### src/rtl/pe_start_srl_fifo_ctrl_if.sv
// Handshake and storage-side bundle of the SRL start-token FIFO controller.
// The slave modport is the controller's view; master is its environment's.
interface pe_start_srl_fifo_ctrl_if #(
  parameter int DATA_WIDTH = 1,
  parameter int ADDR_WIDTH = 1
);
  logic                  if_write_ce;
  logic                  if_write;
  logic [DATA_WIDTH-1:0] if_din;
  logic                  if_full_n;
  logic                  if_read_ce;
  logic                  if_read;
  logic [DATA_WIDTH-1:0] if_dout;
  logic                  if_empty_n;
  logic                  srl_we;
  logic [ADDR_WIDTH-1:0] srl_addr;
  logic [DATA_WIDTH-1:0] srl_din;
  logic [DATA_WIDTH-1:0] srl_dout;
  logic [ADDR_WIDTH:0]   usedw;
  logic                  overflow_err;
  logic                  underflow_err;

  modport slave (
    input  if_write_ce,
    input  if_write,
    input  if_din,
    output if_full_n,
    input  if_read_ce,
    input  if_read,
    output if_dout,
    output if_empty_n,
    output srl_we,
    output srl_addr,
    output srl_din,
    input  srl_dout,
    output usedw,
    output overflow_err,
    output underflow_err
  );

  modport master (
    output if_write_ce,
    output if_write,
    output if_din,
    input  if_full_n,
    output if_read_ce,
    output if_read,
    input  if_dout,
    input  if_empty_n,
    input  srl_we,
    input  srl_addr,
    input  srl_din,
    output srl_dout,
    input  usedw,
    input  overflow_err,
    input  underflow_err
  );
endinterface

### src/rtl/pe_start_srl_fifo_ctrl.sv
// Occupancy, flags and read addressing for an SRL-based start-token FIFO.
// Storage shifts on every push; the oldest entry always sits at cnt-1.
module pe_start_srl_fifo_ctrl #(
  parameter int DATA_WIDTH = 1,
  parameter int ADDR_WIDTH = 1,
  parameter int DEPTH      = 2
) (
  input logic clk,
  input logic reset,
  pe_start_srl_fifo_ctrl_if.slave bus
);
  localparam int CW = ADDR_WIDTH + 1;
  localparam logic [CW-1:0] FULL_CNT = CW'(DEPTH);
  localparam logic [CW-1:0] ONE      = CW'(1);

  typedef enum logic [1:0] {
    S_EMPTY,
    S_PARTIAL,
    S_FULL
  } state_t;

  state_t          state;
  state_t          state_next;
  logic [CW-1:0]   cnt;
  logic [CW-1:0]   cnt_next;
  logic [CW-1:0]   cnt_m1;
  logic            empty_n;
  logic            full_n;
  logic [CW-1:0]   used;
  logic            ovf;
  logic            unf;
  logic            push;
  logic            pop;
  logic            wr_req;
  logic            rd_req;
  logic [DATA_WIDTH-1:0] din;

  assign wr_req = bus.if_write & bus.if_write_ce;
  assign rd_req = bus.if_read & bus.if_read_ce;
  assign push   = wr_req & full_n & ~reset;
  assign pop    = rd_req & empty_n;

  assign din         = bus.if_din;
  assign bus.srl_din = din;
  assign bus.if_dout = bus.srl_dout;
  assign bus.srl_we  = push;

  // Address comes from the registered count, so a pop-only cycle
  // exposes the next oldest entry one cycle later.
  assign cnt_m1       = cnt - ONE;
  assign bus.srl_addr = (cnt == '0) ? '0 : cnt_m1[ADDR_WIDTH-1:0];

  assign bus.if_empty_n    = empty_n;
  assign bus.if_full_n     = full_n;
  assign bus.usedw         = used;
  assign bus.overflow_err  = ovf;
  assign bus.underflow_err = unf;

  always_comb begin
    cnt_next   = cnt;
    state_next = state;
    unique case (1'b1)
      push & ~pop: cnt_next = cnt + ONE;
      ~push & pop: cnt_next = cnt - ONE;
      default:     cnt_next = cnt;
    endcase
    case (state)
      S_EMPTY: begin
        if (push) state_next = S_PARTIAL;
      end
      S_PARTIAL: begin
        if (push && !pop && cnt == FULL_CNT - ONE)
          state_next = S_FULL;
        else if (pop && !push && cnt == ONE)
          state_next = S_EMPTY;
      end
      S_FULL: begin
        if (pop) state_next = S_PARTIAL;
      end
      default: state_next = S_EMPTY;
    endcase
  end

  always_ff @(posedge clk) begin
    if (reset) begin
      state   <= S_EMPTY;
      cnt     <= '0;
      empty_n <= 1'b0;
      full_n  <= 1'b1;
      used    <= '0;
      ovf     <= 1'b0;
      unf     <= 1'b0;
    end else begin
      state   <= state_next;
      cnt     <= cnt_next;
      empty_n <= (cnt_next != '0);
      full_n  <= (cnt_next != FULL_CNT);
      used    <= cnt_next;
      if (wr_req && !full_n)  ovf <= 1'b1;
      if (rd_req && !empty_n) unf <= 1'b1;
    end
  end
endmodule

### src/flat_wrapper.sv
// flat-port wrapper written by rule: the top's interface ports become plain ports
module pe_start_srl_fifo_ctrl_flat 
#(
  parameter int DATA_WIDTH = 1,
  parameter int ADDR_WIDTH = 1,
  parameter int DEPTH      = 2
)
  (clk, reset, bus_if_write_ce, bus_if_write, bus_if_din, bus_if_full_n, bus_if_read_ce, bus_if_read, bus_if_dout, bus_if_empty_n, bus_srl_we, bus_srl_addr, bus_srl_din, bus_srl_dout, bus_usedw, bus_overflow_err, bus_underflow_err);
  pe_start_srl_fifo_ctrl_if #(.DATA_WIDTH(DATA_WIDTH), .ADDR_WIDTH(ADDR_WIDTH)) bus_i ();
  input logic clk;
  input logic reset;
  input wire logic [$bits(bus_i.if_write_ce)-1:0] bus_if_write_ce;
  input wire logic [$bits(bus_i.if_write)-1:0] bus_if_write;
  input wire logic [$bits(bus_i.if_din)-1:0] bus_if_din;
  output wire logic [$bits(bus_i.if_full_n)-1:0] bus_if_full_n;
  input wire logic [$bits(bus_i.if_read_ce)-1:0] bus_if_read_ce;
  input wire logic [$bits(bus_i.if_read)-1:0] bus_if_read;
  output wire logic [$bits(bus_i.if_dout)-1:0] bus_if_dout;
  output wire logic [$bits(bus_i.if_empty_n)-1:0] bus_if_empty_n;
  output wire logic [$bits(bus_i.srl_we)-1:0] bus_srl_we;
  output wire logic [$bits(bus_i.srl_addr)-1:0] bus_srl_addr;
  output wire logic [$bits(bus_i.srl_din)-1:0] bus_srl_din;
  input wire logic [$bits(bus_i.srl_dout)-1:0] bus_srl_dout;
  output wire logic [$bits(bus_i.usedw)-1:0] bus_usedw;
  output wire logic [$bits(bus_i.overflow_err)-1:0] bus_overflow_err;
  output wire logic [$bits(bus_i.underflow_err)-1:0] bus_underflow_err;
  assign bus_i.if_write_ce = bus_if_write_ce;
  assign bus_i.if_write = bus_if_write;
  assign bus_i.if_din = bus_if_din;
  assign bus_if_full_n = bus_i.if_full_n;
  assign bus_i.if_read_ce = bus_if_read_ce;
  assign bus_i.if_read = bus_if_read;
  assign bus_if_dout = bus_i.if_dout;
  assign bus_if_empty_n = bus_i.if_empty_n;
  assign bus_srl_we = bus_i.srl_we;
  assign bus_srl_addr = bus_i.srl_addr;
  assign bus_srl_din = bus_i.srl_din;
  assign bus_i.srl_dout = bus_srl_dout;
  assign bus_usedw = bus_i.usedw;
  assign bus_overflow_err = bus_i.overflow_err;
  assign bus_underflow_err = bus_i.underflow_err;
  pe_start_srl_fifo_ctrl #(.DATA_WIDTH(DATA_WIDTH), .ADDR_WIDTH(ADDR_WIDTH), .DEPTH(DEPTH)) u_core (.clk(clk), .reset(reset), .bus(bus_i));
endmodule
### config.mk
export PLATFORM = sky130hd
export DESIGN_NAME = pe_start_srl_fifo_ctrl_flat
export DESIGN_NICKNAME = d
export VERILOG_FILES = /design/src/rtl/pe_start_srl_fifo_ctrl_if.sv /design/src/rtl/pe_start_srl_fifo_ctrl.sv /design/src/flat_wrapper.sv
export SDC_FILE = /design/constraint.sdc
export NUM_CORES = 1
export LEC_CHECK = 0
export BUFFER_PORTS_ARGS = -buffer_cell sky130_fd_sc_hd__buf_2
export CAP_MARGIN = 15
export CORE_AREA = 2 2 39 41
export CTS_CLUSTER_DIAMETER = 120
export DETAILED_ROUTE_END_ITERATION = 8
export DIE_AREA = 0 0 41 43
export SYNTH_ARGS = -nofsm -noshare
export SYNTH_HDL_FRONTEND = slang
export SYNTH_SLANG_ARGS = --single-unit
### constraint.sdc
create_clock -name clk -period 3 [get_ports clk]
set_input_delay 0.6 -clock clk [delete_from_list [all_inputs] [get_ports clk]]
set_output_delay 0.6 -clock clk [all_outputs]
set_load 0.01 [all_outputs]
-- Word level (Yosys, flattened, before mapping)
Cells that the tools add are included.
- memories: 0
- register bits after elaboration: 6
- ROM bits: 0
- logic and storage cells: 26
- bits in writable memories: 0
- output and inout bits: 10
- latch bits: 0
- input port bits: 8
- bitwise operators: 10
- order comparisons: 0
- multiply operators: 0
- equality and inequality tests: 1
- reductions and logical operators: 6
- muxes and demuxes: 2
- shifts and indexed selects: 0
- divide/modulo/power cells: 0
- $add $sub $neg: 2
- operator list (kind ; count):
    1-bit AND ; 7
    2-bit one-hot mux with 2 select lines ; 1
    1-bit inverter ; 3
    2-bit by 1-bit adder with 2-bit output, second input constant ; 1
    1-bit logical AND ; 2
    1-bit zero test ; 2
    2-bit zero test ; 1
    2-bit != test, second input constant ; 1
    2-bit nonzero test ; 1
    2-bit by 1-bit subtractor with 2-bit output, second input constant ; 1
    1-bit two-way mux ; 1

-- Logic depth before layout (Yosys ltp)
Gate-level depths: netlist (run 1).
- word-level depth: 7
- gate-level depth with buffers: 7
- depth with buffers taken out: 7

-- Worst setup path after synthesis (run 1)
Ideal clock, no wire load.
- kind: input-to-reg
- from: input port reset
- to: register u_core.empty_n, in the netlist u_core.bus.if_empty_n
- cell stages on the path: 5
- data required time: 2.930 ns
- buffers on the path: 0
- arrival: 1.810 ns
- path slack: 1.120 ns
- setup time: 0.070 ns
- path through: or3_1 -> ha_1 -> nor2b_1 -> a211oi_2 -> o21bai_1
- word-level cells in the longest chain between the ends: 6
- elaborated cells on any way between the ends: 7
- classes of those cells: mux: 1; bitwise: 5; reduce/logical: 1
- RTL lines (element ; RTL line ; source):
    start: declaration ; flat_wrapper.sv:11 ; input logic reset;
    1-bit inverter ; pe_start_srl_fifo_ctrl.sv:40 ; assign push = wr_req & full_n & ~reset;
    1-bit AND ; pe_start_srl_fifo_ctrl.sv:40 ;
    1-bit inverter ; pe_start_srl_fifo_ctrl.sv:64 ; ~push & pop: cnt_next = cnt - ONE;
    1-bit AND ; pe_start_srl_fifo_ctrl.sv:64 ;
    2-bit one-hot mux with 2 select lines ; pe_start_srl_fifo_ctrl.sv:62 ; unique case (1'b1)
    2-bit nonzero test ; pe_start_srl_fifo_ctrl.sv:96 ; empty_n <= (cnt_next != '0);
    end signal: assignment ; pe_start_srl_fifo_ctrl.sv:96 ;
    end: declaration ; pe_start_srl_fifo_ctrl.sv:27 ; logic empty_n;
Parallel ways exist; a longest one is shown, timed or not.
A chain may end at the register's enable or synchronous reset.

-- Final worst setup path (run 1)
- from: input port reset
- to: output port bus_srl_we
- word-level cells in the longest chain between the ends: 2
- RTL lines (element ; RTL line ; source):
    1-bit inverter ; pe_start_srl_fifo_ctrl.sv:40 ;
    1-bit AND ; pe_start_srl_fifo_ctrl.sv:40 ;
    end: declaration ; flat_wrapper.sv:20 ; output wire logic [$bits(bus_i.srl_we)-1:0] bus_srl_we;
Every way passes these cells.

==> results.md, run 1 <==
* Worst Tran Pin Value at 0.2332 ns
* Status: completed
* Worst path arrival time at 1.35 ns
* RSZ-0062 raised after global routing: false
* I/O pin count at 18
* Yosys cell types at 17
* Largest net degree at the start of global routing at 7
* Wire per inst at around 7.9 microns
* Avg Vias per Cell at around 3.9
* Height of the die at 43 microns
* Total CTS buffers at 3
* Starting Density at 21.34%
* Clk buf depth at 2
* Hold Path Class: reg -> reg
* Resized Gates After CTS at 0
* Via Count at 251
* R2r setup slk at ~1.3 ns
* Drt total wl at 506 microns
* Placed instance count at slightly above 60
* Final slew viol count at 0
* First-pass GRT wire length at 752 microns
* TritonCTS clock tree: done
* Family with the most delay on the worst path: simple AND/OR/NAND/NOR gates
* Gp weighted congestion at ~0.69
* Final hold violations at 0
* Worst Path Required at between 2 and 2.5 ns
* Maximum vdd drop at 198.3 uV
* Instance count on the critical path at 4
* Setup_tns at 0 ns
* CP max-delay cell: or3_1
* Worst-path fanout max at 6
* R2r worst-path depth at 6
* Post-CTS Hold Fix Bufs at 0
* # setup viols final at 0
* Crit path kind: in -> out
* Crit. Startpoint: reset
* Top cells by count, synth: dfxtp_1 (6), inv_1 (5), nor2_1 (4)
* Post-synthesis sequential area ratio at 40.68%
* N_diodes at 0
* Critical Path End: bus_srl_we
* Overall die area at 1763 sq um
* Post-CTS setup buffer count at 0
* Most used cell, CP: buf_2
* Fillers at 158
* Clock Tree Root: clkbuf_4
* Max-Cap Viols at 0
* Crit. End Element: output pin
* Antenna Nets Post-Route at 0
* Post-synth ARST share at 0%
* Slew HR at 84.46%
* Most frequent cell after synthesis: dfxtp_1
* Top FF cell, synth: dfxtp_1
* Buf/Inv on CP at 3
* Number of antenna violations at the first check in global routing at 0
* Clock skew at 0.001939 ns
* Worst path cell trace: buf_2 -> or3_1 -> inv_2 -> buf_2
* # DRC at 0
* Avg Synthesized Cell Area at around 8.7 sq um
* Ys Warns at 0
* Port Buffer Count at 13
* Share of cells above drive strength 1 at 37.50%
* Netlist Area Pre-Place at 295.3 sq um
* Clock Sinks at 6
* FF-to-FF Start: u_core.bus.if_full_n$_SDFF_PP1_
* Final period utilization at 64.92%
* Layout area overhead at 31.36%
* Vias in the first global route at 212
* Core Box Area at 1384 sq um
* DRT iter0 DRCs at 0
* Leak pwr at 0.2194 nW
* Finished Layout Cells at 64
* Top cells by area, synth: dfxtp_1 (41%), ha_1 (13%), inv_1 (6.4%)
* Post-synth top area cell: dfxtp_1
* FMAX at 513.5 MHz
* Yosys top cell area share at 40.68%
* Synth Instances at 34
* Row count at 14
* Clk slew on worst S/H paths at 0.04 ns
* All-Layer GR Usage at 6.445%
* DRT Pass-1 Iters at 1
* Worst R2R End: u_core.bus.if_empty_n$_SDFF_PP0_
* H-tree depth at 1
* Worst path max stage delay at 0.42 ns
* Tmin final at 1.948 ns
* Layout Nets at 61
* Total global routing overflow at 0
* Worst-Skew Late Latency at 0.24 ns
* Post-synth EDFFs at 0
* Startpoint types: input pin
* Die X at between 40 and 50 microns
* Number of synthesized register bits at 6
* Syn nets at 45
* PwrDens at 481.8 nW/um^2
-- cell type report --
class	instances	area, sq um	share of cell area, %
inverter	6	22.52	5.806
multi-input combinational	20	137.6	35.48
tap	16	20.02	5.161
sequential	6	120.1	30.97
clock buffer	3	22.52	5.806
timing repair buffer	13	65.06	16.77
-- flip-flops by register name (all words and copies together), names as in the netlist --
signal / flops
u_core.bus.if_empty_n: 1
u_core.bus.if_full_n: 1
u_core.bus.overflow_err: 1
u_core.bus.underflow_err: 1
u_core.cnt: 2
-- worst min path at each step --
stage	startpoint	endpoint	slack (ns)	cells after the start
6_report	u_core.bus.underflow_err$_SDFFE_PP0P_	u_core.bus.underflow_err$_SDFFE_PP0P_	0.46	2
5_1_grt	u_core.bus.underflow_err$_SDFFE_PP0P_	u_core.bus.underflow_err$_SDFFE_PP0P_	0.48	2
4_1_cts	u_core.bus.underflow_err$_SDFFE_PP0P_	u_core.bus.underflow_err$_SDFFE_PP0P_	0.47	2
3_5_place_dp	u_core.bus.underflow_err$_SDFFE_PP0P_	u_core.bus.underflow_err$_SDFFE_PP0P_	0.46	2
3_3_place_gp	u_core.bus.underflow_err$_SDFFE_PP0P_	u_core.bus.underflow_err$_SDFFE_PP0P_	0.46	2
2_1_floorplan	u_core.bus.overflow_err$_SDFFE_PP0P_	u_core.bus.overflow_err$_SDFFE_PP0P_	0.50	2
-- per-layer routing --
| layer | global-route usage (%) | part of all wire [%] | up-vias | wire [microns] |
|---|---|---|---|---|
| met4 | 6.000 | 0 | 0 | 0 |
| met3 | 1.571 | 10 | 0 | 53 |
| li1 | - | - | 136 | - |
| met2 | 7.500 | 43 | 9 | 219 |
| met5 | 0 | 0 | - | 0 |
| met1 | 9.091 | 46 | 106 | 233 |
-- stage by stage --
step	total power, W	area [sq um]	hold WS, ns	setup slack (ns)	util, %
final	0.0001869	387.9	0.4608	1.052	28.03
after global routing	0.0001979	387.9	0.4808	1.020	28.03
after CTS	0.0001925	387.9	0.4693	1.050	28.03
after detailed placement	0.0001192	365.4	0.4550	0.8932	26.40
after global placement	0.0001191	365.4	0.4633	0.8896	26.40
after floorplan	0.0001091	295.3	0.5050	1.120	-
-- cells in the final DEF, fill, tap and decap left out --
cell type	instances
buf_2	13
dfxtp_1	6
inv_1	5
nor2_1	4
ha_1	3
clkbuf_4	3
nand2_1	2
a31oi_1	2
or3_1	1
inv_2	1
nand3_1	1
or2_1	1
and2_1	1
a21oi_1	1
mux2i_1	1
nor2b_1	1
a211oi_2	1
o21bai_1	1
-- power by group --
| part | switching, W | internal [W] | total (W) |
|---|---|---|---|
| combinational | 0.0000154 | 0.0000138 | 0.0000292 |
| sequential | 0.00000285 | 0.0000851 | 0.0000880 |
| clock | 0.0000247 | 0.0000449 | 0.0000697 |
| total | 0.0000430 | 0.000144 | 0.000187 |
-- kinds of logic after synthesis --
logic type	after synthesis	share of synthesized area, %
fa+ha+maj	3	12.71
flops	6	40.68
mux	1	3.390
simple gates	11	17.80
compound gates	5	12.71
buf+inv	8	12.71
-- worst reg2reg max path, stage by stage, from the launching register on --
cell and delay (ns):
dfxtp_1 0.32, inv_1 0.05, or3_1 0.39, ha_1 0.35
nor2b_1 0.15, a211oi_2 0.23, o21bai_1 0.14
(Power assumes the default switching activity.)
==> run 2: changes to the inputs <==
Clock period 3 ns to 1.6 ns, I/O delays scaled along.
==> run 2 against run 1 <==
  * Wire length up 19%
  * Sequential share of layout area down 4.7 points
  * Total power up 100%
  * Worst setup slack worse by 0.99 ns
  * Highest routed layer unchanged
  * Largest cell class unchanged
  * Largest power group unchanged
  * Non-clock buffer count up 4
  * Clock power up 95%
  * Critical endpoint is now u_core.bus.if_empty_n$_SDFF_PP0_
  * Global-route usage up 1.5 points
  * Hold slack worse by 0.13 ns
  * Cell count up 6.3%
==> results.md, run 2 (same netlist as run 1, synthesis figures left out) <==
* Estimated wirelength of the detail-placed design at 461 microns
* Tmin final at 1.537 ns
* # DRC at 0 (unchanged)
* Post-route cell area at 461.7 sq um (+19%)
* Share of cells above drive strength 1 at 55.77% (+18 points)
* Worst path arrival time at 1.71 ns (+0.36 ns)
* Clock skew at 0.004229 ns (+0.002291 ns)
* Hold Path Class: in -> reg
* Row count at 14 (unchanged)
* Largest net degree at the start of global routing at 6 (-1)
* Worst path cell trace: inv_2 -> or3_4 -> ha_4 -> inv_2 -> a211oi_4 -> o21bai_1
* Placed instance count at 64 (+4.9%)
* Fillers at 148 (-6.3%)
* Clock Sinks at 6 (unchanged)
* Drt total wl at 602 microns (+19%)
* Commonest non-fill, non-tap cell in the layout: buf_2
* Starting Density at 21.34% (unchanged)
* H-tree depth at 1 (unchanged)
* Total CTS buffers at 3 (unchanged)
* WHS at 0.3327 ns (-0.1281 ns)
* Gp weighted congestion at 0.7036 (+1.6%)
* Buf/Inv on CP at 2 (-1)
* Area occupied by multi-input gates at 173.9 sq um (+26%)
* Vias in the first global route at 247 (+17%)
* Worst-Skew Late Latency at 0.24 ns (about the same)
* Number of antenna violations at the first check in global routing at 0 (unchanged)
* Combinational Power Share at 20.7% (+5.1 points)
* Worst Path Required at 1.77 ns (-0.63 ns)
* Crit path kind: reg -> reg
* Most used cell, CP: inv_2
* Leak pwr at 0.2490 nW (+13%)
* Seq. cell area at 121.4 sq um (+1.0%)
* Overall die area at 1763 sq um (unchanged)
* Post-CTS Hold Fix Bufs at 0 (unchanged)
* Commonest cells after routing, fill and taps aside: buf_2 (12), dfxtp_1 (5), nor2_1 (4), buf_4 (4)
* First-pass GRT wire length at 897 microns (+19%)
* Status: completed
* Layout area overhead at 56.36%
* N_diodes at 0 (unchanged)
* Slew HR at 83.09% (-1.4 points)
* Worst-path fanout max at 4 (-2)
* CP max-delay cell: or3_4
* Clk slew on worst S/H paths at 0.05 ns (about the same)
* Max-Cap Viols at 0 (unchanged)
* Clock share of power at 35.7% (-1.6 points)
* Maximum vdd drop at 347.9 uV (+75%)
* Placed Area at 400.4 sq um (+9.6%)
* PwrDens at 827.8 nW/um^2 (+72%)
* Clk buf depth at 2 (unchanged)
* Most flops, register: u_core.cnt
* Total global routing overflow at 0 (unchanged)
* I/O pin count at 18 (unchanged)
* Final slew viol count at 0 (unchanged)
* Via Count at 280 (+12%)
* Worst Tran Pin Value at 0.2466 ns (+0.01340 ns)
* Layout Nets at 65 (+6.6%)
* Reg power frac at 43.6% (-3.5 points)
* Core Box Area at 1384 sq um (unchanged)
* TritonCTS clock tree: done
* Crit. End Element: register
* FMAX at 650.6 MHz
* Clock Tree Root: clkbuf_4
* DRT iter0 DRCs at 2 (+2)
* All-Layer GR Usage at 7.948% (+1.5 points)
* Finished Layout Cells at 68 (+6.3%)
* Family with the most delay on the worst path: compound AO/OA/AOI/OAI gates
* Height of the die at 43 microns (unchanged)
* Sw power at 0.00009576 W (+120%)
* Avg Vias per Cell at 4.118 (+5.0%)
* # setup viols final at 0 (unchanged)
* Int Power at 0.0002864 W (+99%)
* Sw Share at 25.06% (+2.0 points)
* Worst path max stage delay at 0.35 ns (-0.07 ns)
* Final period utilization at between 90% and 100%
* Port Buffer Count at 13 (unchanged)
* DRT Pass-1 Iters at 4 (+3)
* Wire per inst at 8.853 microns (+12%)
* Final hold violations at 0 (unchanged)
* Die X at 41 microns (unchanged)
* Startpoint types: register
* Max FFs per register at 2 (unchanged)
* Antenna Nets Post-Route at 0 (unchanged)
==> run 2: cell type report <==
cell class                      count  share of cell area, %
Inverter                            6                  4.878
Clock buffer                        3                  4.878
Timing Repair Buffer               17                  21.95
Tap cell                           16                  4.336
Sequential cell                     6                  26.29
Multi-Input combinational cell     20                  37.67
==> run 2: routing by layer <==
layer,share of wire [%],wire length (microns),global-route usage [%]
met2,43,261,11.25
met4,0,0,8.000
met3,8.1,49,1.571
met5,0,0,0
met1,48,291,9.061
==> run 2: stage by stage <==
step | util [%] | total power, W | TNS [ns] | setup slack [ns]
after floorplan | - | 0.0002066 | 0 | 0.005167
after detailed placement | 28.93 | 0.0002328 | -0.3586 | -0.1360
after global routing | 33.36 | 0.0004027 | -0.0005554 | -0.0005554
final | 33.36 | 0.0003822 | 0 | 0.06290
after CTS | 31.01 | 0.0003720 | 0 | 0.003345
after global placement | 28.93 | 0.0002319 | -0.2415 | -0.1136
==> run 2: power groups by stage <==
stage | Combinational, W | Clock [W] | Sequential, W
5_1_grt | 0.0000889 | 0.000146 | 0.000168
3_5_place_dp | 0.0000652 | 0 | 0.000168
6_report | 0.0000793 | 0.000136 | 0.000167
4_1_cts | 0.0000664 | 0.000140 | 0.000166
2_1_floorplan | 0.0000348 | 0 | 0.000172
3_3_place_gp | 0.0000647 | 0 | 0.000167
==> run 2: repair_timing <==
action / in CTS / in global routing
setup buffers: 0 / 1
gates resized for setup: 2 / 7
setup endpoints to repair: 3 / 4
gates cloned: 0 / 0
pin swaps: 1 / 4
==> run 2: worst reg2reg max path: stages, from the launching register on <==
cell,delay [ns]
dfxtp_2,0.33
inv_2,0.04
or3_4,0.35
ha_4,0.30
inv_2,0.05
a211oi_4,0.27
o21bai_1,0.14
==> run 2: path summary, 6_finish.rpt <==
path                            depth (start not counted)  slack [ns]                                   end                                  from
worst max-delay path                                    6        0.06      u_core.bus.if_empty_n$_SDFF_PP0_       u_core.bus.if_full_n$_SDFF_PP1_
worst max register to register                          6        0.06      u_core.bus.if_empty_n$_SDFF_PP0_       u_core.bus.if_full_n$_SDFF_PP1_
worst min register to register                          2        0.46  u_core.bus.overflow_err$_SDFFE_PP0P_  u_core.bus.overflow_err$_SDFFE_PP0P_
worst min-delay path                                    3        0.33  u_core.bus.overflow_err$_SDFFE_PP0P_                       bus_if_write_ce
==> run 3: changes to the inputs <==
Clock period 1.6 ns to 1.37 ns, I/O delays scaled along.
==> run 3 against run 2 <==
  * The run now ends with setup timing left
  * Clock skew fell by 0.0015 ns
  * Via count fell by 1.8%
  * Wire length increased by 3.5%
  * Non-clock buffer count up 1
  * Die area is the same
  * Fmax fell by 0.88%
  * Clock-buffer cell count unchanged
  * Register-to-register slack got worse by 0.24 ns
  * Highest routed layer is now met4
  * Sequential share of layout area down 2.6 points
==> results.md, run 3 (same netlist as run 1, synthesis figures left out) <==
* Status: finished, violations left
* Failing checks: setup timing
* Finished Layout Cells at 69 (+1.5%)
* TritonCTS clock tree: done
* Starting Density at 21.34% (unchanged)
* Crit path kind: reg -> reg
* Final period utilization at 113.2% (+17 points)
* Largest net degree at the start of global routing at 6 (unchanged)
* Drt total wl at 623 microns (+3.5%)
* RSZ-0062 raised after global routing: true
* Leak pwr at 0.2535 nW (+1.8%)
* First-pass GRT wire length at 1.021 mm (+14%)
* Setup ws final at -0.1807 ns (-0.2436 ns)
* Startpoint types: register
* Clock Tree Root: clkbuf_4
* Hold Path Class: in -> reg
* Max FFs per register at 2 (unchanged)
* Maximum vdd drop at 496.4 uV (+43%)
* Placed Area at 447.9 sq um (+12%)
* Family with the most delay on the worst path: simple AND/OR/NAND/NOR gates
* DRT Pass-1 Iters at 2 (-2)
* Die X at 41 microns (unchanged)
* Max-Cap Viols at 0 (unchanged)
* Layout area overhead at 73.73%
* Most flops, register: u_core.cnt
* Commonest non-fill, non-tap cell in the layout: buf_2
* Avg Vias per Cell at 3.986 (-3.2%)
* Hold endpoint: u_core.bus.underflow_err$_SDFFE_PP0P_
* Combinational Power Share at 23.7% (+3.0 points)
* Post-CTS setup buffer count at 0 (unchanged)
* H-tree depth at 1 (unchanged)
* Hold depth at 3 (unchanged)
* Worst R2R End: u_core.bus.if_empty_n$_SDFF_PP0_
* R2r worst-path depth at 6 (unchanged)
* Vias in the first global route at 272 (+10%)
* Estimated wirelength of the detail-placed design at 517.9 microns (+12%)
* Slew HR at 86.58% (+3.5 points)
* Reg power frac at 41.4% (-2.2 points)
* Number of antenna violations at the first check in global routing at 0 (unchanged)
* Clock share of power at 34.9% (-0.8 points)
* Clk buf depth at 2 (unchanged)
* Sw power at 0.0001210 W (+26%)
* N_diodes at 0 (unchanged)
* R2r setup slk at -0.18 ns (-0.24 ns)
* DRT iter0 DRCs at 2 (unchanged)
* Wire per inst at 9.029 microns (+2.0%)
* I/O pin count at 18 (unchanged)
* Clock Sinks at 6 (unchanged)
* All-Layer GR Usage at 9.337% (+1.4 points)
* Int Power at 0.0003442 W (+20%)
* Sw Share at 26.01% (+0.96 points)
* Post-route cell area at 513.0 sq um (+11%)
* # DRC at 0 (unchanged)
* Crit. End Element: register
* Final slew viol count at 0 (unchanged)
* Buf/Inv on CP at 1 (-1)
* Worst path max stage delay at 0.39 ns (+0.04 ns)
* Setup_tns at -0.6267 ns (-0.6267 ns)
* Commonest cells after routing, fill and taps aside: buf_2 (12), dfxtp_1 (5), nor2_1 (4), buf_4 (4)
* Worst-path fanout max at 4 (unchanged)
* Via Count at 275 (-1.8%)
* Total CTS buffers at 3 (unchanged)
* PwrDens at 906.8 nW/um^2 (+9.5%)
* Layout Nets at 66 (+1.5%)
* Post-route core utilization at 37.07% (+3.7 points)
* Worst Path Required at 1.49 ns (-0.28 ns)
* Worst path cell trace: inv_2 -> or3_4 -> ha_4 -> nor2b_4 -> a211oi_4 -> o21bai_1
* Overall die area at 1763 sq um (unchanged)
* Worst Tran Pin Value at 0.2007 ns (-0.04585 ns)
* Height of the die at 43 microns (unchanged)
* CP max-delay cell: or3_4
* Worst-Skew Late Latency at 0.24 ns (about the same)
* Antenna Nets Post-Route at 0 (unchanged)
* Gp weighted congestion at 0.7100 (+0.91%)
* HP Start: bus_if_read_ce
* Share of cells above drive strength 1 at 62.26% (+6.5 points)
* FMAX at 644.9 MHz (-0.88%)
* FF-to-FF Start: u_core.bus.if_full_n$_SDFF_PP1_
* Fillers at 145 (-2.0%)
* Row count at 14 (unchanged)
* # setup viols final at 5 (+5)
* Placed instance count at 66 (+3.1%)
* Port Buffer Count at 13 (unchanged)
* Core Box Area at 1384 sq um (unchanged)
* Tmin final at 1.551 ns (+0.01360 ns)
* Total global routing overflow at 0 (unchanged)
* Worst path arrival time at 1.67 ns (-0.04 ns)
* Final hold violations at 0 (unchanged)
* Dpl ws at -0.2111 ns (-0.07506 ns)
* Clk slew on worst S/H paths at 0.05 ns (about the same)
* Clock skew at 0.002705 ns (-0.001524 ns)
==> run 3: metal layers <==
metal | GRT usage, % | share of wire, %
met5 | 0 | 0
met4 | 10.67 | 1.6
met3 | 4.712 | 7.7
met2 | 12.81 | 46
met1 | 8.682 | 45
==> run 3: through the flow <==
step | power, W | hold WS, ns
6_report | 0.0004652 | 0.2846
4_1_cts | 0.0004578 | 0.2800
3_3_place_gp | 0.0002848 | 0.4421
3_5_place_dp | 0.0002860 | 0.4481
5_1_grt | 0.0004911 | 0.3274
2_1_floorplan | 0.0002513 | 0.3464
==> run 3: area by class of cell <==
cell class	instances	area (sq um)	share of cell area [%]
multi-input cells	20	209.0	40.73
flip-flops and latches	6	121.4	23.66
repair buffers	18	112.6	21.95
inverters	6	27.53	5.366
clock buffers	3	22.52	4.390
well taps	16	20.02	3.902
==> run 3: timing repair <==
| item | 4_1_cts | 5_1_grt |
|---|---|---|
| pin swaps | 2 | 2 |
| gates resized for setup | 3 | 6 |
| hold buffers | 0 | 0 |
| setup endpoints to repair | 5 | 5 |
==> run 3: how the worst max path moves through the flow <==
| stage | end | startpoint | slack [ns] | cells past startpoint |
|---|---|---|---|---|
| 3_3_place_gp | u_core.bus.if_empty_n$_SDFF_PP0_ | reset | -0.20 | 6 |
| 4_1_cts | u_core.bus.if_empty_n$_SDFF_PP0_ | u_core.bus.if_full_n$_SDFF_PP1_ | -0.19 | 6 |
| 6_report | u_core.bus.if_empty_n$_SDFF_PP0_ | u_core.bus.if_full_n$_SDFF_PP1_ | -0.18 | 6 |
| 2_1_floorplan | u_core.bus.if_empty_n$_SDFF_PP0_ | u_core.bus.if_full_n$_SDFF_PP1_ | -0.13 | 6 |
| 3_5_place_dp | u_core.bus.if_empty_n$_SDFF_PP0_ | bus_if_write | -0.21 | 7 |
| 5_1_grt | u_core.bus.if_empty_n$_SDFF_PP0_ | u_core.bus.if_full_n$_SDFF_PP1_ | -0.23 | 6 |
==> run 3: power groups by stage <==
stage,sequential [W],clock (W),combinational (W)
final,0.000192,0.000162,0.000110
after global routing,0.000194,0.000176,0.000121
after CTS,0.000192,0.000171,0.0000947
after detailed placement,0.000195,0,0.0000905
after global placement,0.000195,0,0.0000898
after floorplan,0.000203,0,0.0000487
==> run 3: worst min-delay path: cells and delay by family <==
kind	cells	cell delay [ns]
AND/OR/NAND/NOR	1	0.06
AO/OA/AOI/OAI	1	0.06
buffers and inverters	1	0.09
